===== src/rtl/apb_mem_slave_param.sv =====
// apb_mem_slave_param
//
// APB3 memory slave. Its data width, depth, base address and number of wait
// states are set by parameters. Each word is reset to zero. A transfer returns
// PSLVERR when the address is out of range, when the address is misaligned, or
// when the master skips the setup phase.
//
// Optional feature: define APB_SLV_PSTRB_EN to enable byte strobes on writes.
// Without the macro, pstrb is ignored and every write updates the full word.
//
// Ports:
//   pclk     in   APB clock; all state changes on the rising edge
//   presetn  in   asynchronous active-low reset
//   psel     in   slave select
//   penable  in   access phase
//   pwrite   in   1 = write, 0 = read
//   paddr    in   byte address [ADDR_WIDTH]
//   pwdata   in   write data [DATA_WIDTH]
//   pstrb    in   byte strobes [DATA_WIDTH/8]
//   prdata   out  registered read data [DATA_WIDTH]
//   pready   out  transfer complete
//   pslverr  out  error response, meaningful only while pready=1
module apb_mem_slave_param #(
  parameter int                    ADDR_WIDTH  = 32,
  parameter int                    DATA_WIDTH  = 32,
  parameter int                    DEPTH       = 16,
  parameter logic [ADDR_WIDTH-1:0] BASE_ADDR   = '0,
  parameter int                    WAIT_CYCLES = 0
) (
  input  logic                      pclk,
  input  logic                      presetn,
  input  logic                      psel,
  input  logic                      penable,
  input  logic                      pwrite,
  input  logic [ADDR_WIDTH-1:0]     paddr,
  input  logic [DATA_WIDTH-1:0]     pwdata,
  input  logic [DATA_WIDTH/8-1:0]   pstrb,
  output logic [DATA_WIDTH-1:0]     prdata,
  output logic                      pready,
  output logic                      pslverr
);

  localparam int NB = DATA_WIDTH / 8;
  localparam int LG = (NB > 1) ? $clog2(NB) : 0;
  localparam int IW = $clog2(DEPTH);
  localparam logic [3:0] WC = 4'(WAIT_CYCLES);

  localparam logic [0:0] IDLE   = 1'b0;
  localparam logic [0:0] ACCESS = 1'b1;

  logic [0:0]            state;
  logic [3:0]            cnt;
  logic [DATA_WIDTH-1:0] mem [DEPTH];

  // ---------------------------------------------------------------- decode
  logic [ADDR_WIDTH-1:0] off;
  logic [ADDR_WIDTH-1:0] word;
  logic [IW-1:0]         idx;
  logic                  range_err;
  logic                  align_err;
  logic                  err;

  assign off  = paddr - BASE_ADDR;
  assign word = off >> LG;
  assign idx  = word[IW-1:0];
  // The full-width word index is checked, so addresses far above the window
  // cannot alias back onto a valid word.
  assign range_err = (paddr < BASE_ADDR) || (word >= ADDR_WIDTH'(DEPTH));

  generate
    if (LG > 0) begin : g_align
      assign align_err = |paddr[LG-1:0];
    end else begin : g_no_align
      assign align_err = 1'b0;
    end
  endgenerate

  assign err = range_err | align_err;

  // -------------------------------------------------------- handshake terms
  logic access_done;
  logic proto_err;

  assign access_done = (state == ACCESS) & psel & penable & (cnt == WC);
  // An access phase that arrives while idle has no setup phase. It is answered
  // at once with an error and does not touch memory.
  assign proto_err   = (state == IDLE) & psel & penable;

  assign pready  = presetn & (access_done | proto_err);
  assign pslverr = presetn & ((access_done & err) | proto_err);

  // ------------------------------------------------------------ lane enables
  logic [NB-1:0] lane_we;

`ifdef APB_SLV_PSTRB_EN
  assign lane_we = pstrb;
`else
  logic unused_pstrb;
  assign unused_pstrb = ^pstrb;
  assign lane_we      = '1;
`endif

  logic wr_commit;
  assign wr_commit = access_done & pwrite & ~err;

  // -------------------------------------------------------------------- FSM
  always_ff @(posedge pclk or negedge presetn) begin
    if (!presetn) begin
      state  <= IDLE;
      cnt    <= '0;
      prdata <= '0;
    end else begin
      case (state)
        IDLE: begin
          if (psel && !penable) begin
            state <= ACCESS;
            cnt   <= '0;
            // Read data is captured at the setup edge. A write completing on
            // the previous edge is therefore already visible here.
            if (!pwrite) begin
              prdata <= err ? '0 : mem[idx];
            end
          end
        end
        ACCESS: begin
          if (!psel) begin
            state <= IDLE;               // master abort: drop the transfer
          end else if (access_done) begin
            state <= IDLE;
          end else if (penable && (cnt != WC)) begin
            cnt <= cnt + 4'd1;
          end
        end
        default: state <= IDLE;
      endcase
    end
  end

  // ----------------------------------------------------------------- memory
  always_ff @(posedge pclk or negedge presetn) begin
    if (!presetn) begin
      for (int w = 0; w < DEPTH; w++) begin
        mem[w] <= '0;
      end
    end else if (wr_commit) begin
      for (int b = 0; b < NB; b++) begin
        if (lane_we[b]) begin
          mem[idx][b*8 +: 8] <= pwdata[b*8 +: 8];
        end
      end
    end
  end

endmodule

===== config.mk =====
export PLATFORM = sky130hd
export DESIGN_NAME = apb_mem_slave_param
export DESIGN_NICKNAME = d
export VERILOG_FILES = /design/src/rtl/apb_mem_slave_param.sv
export SDC_FILE = /design/constraint.sdc
export NUM_CORES = 1
export LEC_CHECK = 0
export CAP_MARGIN = 40
export CORE_MARGIN = 4
export CORE_UTILIZATION = 55
export CTS_BUF_LIST = sky130_fd_sc_hd__clkbuf_16
export CTS_CLUSTER_SIZE = 12
export DETAILED_ROUTE_END_ITERATION = 10
export HOLD_SLACK_MARGIN = 0.1
export PLACE_DENSITY = 0.8
export SLEW_MARGIN = 30
export SYNTH_ARGS = -nofsm -noshare
export SYNTH_HDL_FRONTEND = slang
export SYNTH_SLANG_ARGS = --single-unit

===== constraint.sdc =====
create_clock -name pclk -period 2.4 [get_ports pclk]
set_input_delay 0.48 -clock pclk [delete_from_list [all_inputs] [get_ports pclk]]
set_output_delay 0.48 -clock pclk [all_outputs]
set_load 0.05 [all_outputs]

==> impl_metrics.env <==
export IMPL_fillCellCount=2904
export IMPL_diodes=0
export IMPL_critical_path_class="in2reg"
export IMPL_htreeDepth=2
export IMPL_clock_fmax_ghz=0.391
export IMPL_fp_dieH_um=220
export IMPL_async_reset_ff_share_pct=100
export IMPL_mostFrequentLayoutCells="dfrtp_1, mux2_2, mux4_2, clkdlybuf4s50_1, buf_4"
export IMPL_crit_fanout=17
export IMPL_maxSlewHeadroom_pct=39.9
export IMPL_place_area_mm2=0.0271
export IMPL_reg2reg_slack_ps=-140
export IMPL_reg2reg_from="cnt[1]$_DFFE_PN0P_"
export IMPL_design_portCount=107
export IMPL_num_vias=14600
export IMPL_yosys_cell_types_count=31
export IMPL_drc=0
export IMPL_wl_mm=61.9
export IMPL_startpoint="paddr[28]"
export IMPL_cp_endpoint="mem[421]$_DFFE_PN0P_"
export IMPL_ant_nets=0
export IMPL_tritoncts="done"
export IMPL_fin_crit_sh_pct=106
export IMPL_numClockSinks=549
export IMPL_clk_latency_ps=600
export IMPL_grt_pass1_vias=15300
export IMPL_core_mm2=0.0442
export IMPL_holdWs_ps=302
export IMPL_p_leak_nw=14.3
export IMPL_nets=1789
export IMPL_dp_hpwl_mm=34.9
export IMPL_first_pass_iters=5
export IMPL_root_buffer="clkbuf_16"
export IMPL_avgViaCountPerCell=6.26
export IMPL_maxCapViolCount=0
export IMPL_syn_area_mm2=0.0246
export IMPL_antenna_found_initial=1
export IMPL_numCtsBuffers=55
export IMPL_setup_viol=266
export IMPL_status="complete, but fails checks"
export IMPL_grt_pass1_wl_mm=89.5
export IMPL_synth_fp_nets=1613
export IMPL_wl_per_cell_um=26.5
export IMPL_row_count=77
export IMPL_fin_crit_ps=2550
export IMPL_avgSynthCellArea_um2=16.0
export IMPL_postSynthCellCount=1538
export IMPL_clk_pin_slew_worst_paths_ps=60
export IMPL_yosys_area_top_type_share_pct=55.8
export IMPL_vdd_drop_max_uv=517
export IMPL_yosys_most_used_dff="dfrtp_1"
export IMPL_final_cell_area_mm2=0.0295
export IMPL_yosysSeqAreaShare_pct=55.8
export IMPL_setup_worst_path_end_class="flip-flop"
export IMPL_drt_iter0_drc=1177
export IMPL_fin_skew_ps=14.9
export IMPL_track_usage_pct=24.0
export IMPL_start_kind="input port"
export IMPL_worstPathArrival_ps=3020
export IMPL_hold_path_class="in2async"
export IMPL_gp_congestion=0.767
export IMPL_die_area_mm2=0.0482
export IMPL_grt_remaining_overflow=0
export IMPL_r2r_end="mem[421]$_DFFE_PN0P_"
export IMPL_rsz0062_at_grt="yes"
export IMPL_synth_edf_count=0
export IMPL_ys_top_cells_by_area="dfrtp_1, mux2_2, mux4_2"
export IMPL_rr_worst_depth=10
export IMPL_final_common_cell="dfrtp_1"
export IMPL_tightest_slew_ps=901
export IMPL_yosys_warnings=0
export IMPL_drive_above_1_share_pct=48.4
export IMPL_area_delta_synth_final_pct=19.9
export IMPL_port_buffers=102
export IMPL_hold_viol=0
export IMPL_ys_ff_latch=549
export IMPL_grt_max_degree=195
export IMPL_fin_ws_ps=-154
export IMPL_finalMaxSlewViolations=0
export IMPL_synth_top_area_cell="dfrtp_1"
export IMPL_die_width_um=220
export IMPL_critPathRequiredTime_ps=2870
export IMPL_initial_core_util_pct=55.7
export IMPL_clk_path_buf_depth=3
export IMPL_violations="setup timing"
export IMPL_p_per_area_mw_per_mm2=613
-- metal layers --
metal	part of all wire [%]	up-vias	track usage (%)
met5	0.021	-	0
met1	41	7894	34.2
met4	2.2	2	5.84
li1	-	6129	-
met3	7.1	98	4.11
met2	50	489	39.3
-- Yosys cell counts (2+ instances only) --
library cell / instances
buf_2: 32
dfrtp_1: 549
nand4_2: 2
nand3_1: 6
mux4_2: 128
buf_4: 26
nor2b_1: 4
o2bb2ai_1: 3
nor3_1: 3
nor2_1: 6
nor4_2: 9
a21oi_1: 2
o21ai_0: 2
buf_1: 13
a22o_1: 32
mux2_1: 49
nand2_1: 51
a31oi_1: 2
ha_1: 2
a22oi_1: 64
and2_1: 3
nor4_4: 10
nor4_1: 4
clkbuf_1: 63
inv_1: 5
mux2_2: 463
-- sequential cells by signal, indices dropped and copies added, names as in the netlist --
signal / cells
mem: 512
state: 1
cnt: 4
prdata: 32
-- where the power goes --
part	leakage [nW]	internal (mW)	switching, mW
clock	0.788	4.31	3.42
sequential	7.67	9.27	0.0128
combinational	5.87	0.412	0.675
-- worst min path at each step --
stage | start | end | slack [ps] | cells past startpoint
after CTS | presetn | mem[164]$_DFFE_PN0P_ | 290 | 2
after floorplan | presetn | cnt[0]$_DFFE_PN0P_ | 180 | 0
after detailed placement | presetn | mem[484]$_DFFE_PN0P_ | 310 | 1
after global routing | presetn | mem[388]$_DFFE_PN0P_ | 310 | 2
final | presetn | mem[388]$_DFFE_PN0P_ | 300 | 2
after global placement | presetn | mem[484]$_DFFE_PN0P_ | 310 | 1
-- kinds of logic (layout without fill, tap and decap cells) --
family	after synthesis	count (layout)	share of synthesized area (%)
muxes	640	640	35.1
DFF	549	549	55.8
buffers and inverters	139	342	2.68
AOI/OAI and AO/OA	108	108	3.44
and+or+nand+nor	100	100	2.85
adders and majority gates	2	2	0.102
-- through the flow --
stage	power, mW	utilization (%)	TNS, ps	worst slack (ps)	instances
global placement	10.4	61.2	-198390	-436	2200
finish	18.1	66.8	-12650	-154	2333
detailed placement	10.4	61.2	-222490	-475	2200
global route	18.7	66.8	-45220	-217	2333
CTS	18.2	65.0	-160	-104	2290
floorplan	9.84	-	-5910	-31.0	1538
-- layout make-up --
class | count | area (um^2) | area share [%]
multi-input combinational | 850 | 10500 | 35.5
timing repair buffer | 253 | 2980 | 10.1
sequential | 549 | 13700 | 46.5
inverter | 5 | 18.8 | 0.0636
clock buffer | 57 | 1430 | 4.83
tap | 592 | 741 | 2.51
clock inverter | 27 | 130 | 0.441
-- repair_timing --
item,CTS,global route
buffers inserted,5,22
endpoints found under the setup margin,4,504
pin swaps,9,14
resized for setup,26,59
cloned,0,21
hold buffers,1,0
hold endpoints to repair,41,0
-- critical path, stage by stage --
cell and delay [ps]:
clkdlybuf4s50_1 430, nor4_2 310, nand3_2 130, buf_12 160, buf_4 270, nor4_4 450
buf_4 230, clkbuf_16 200, mux2_2 340
(Power assumes the default switching activity.)
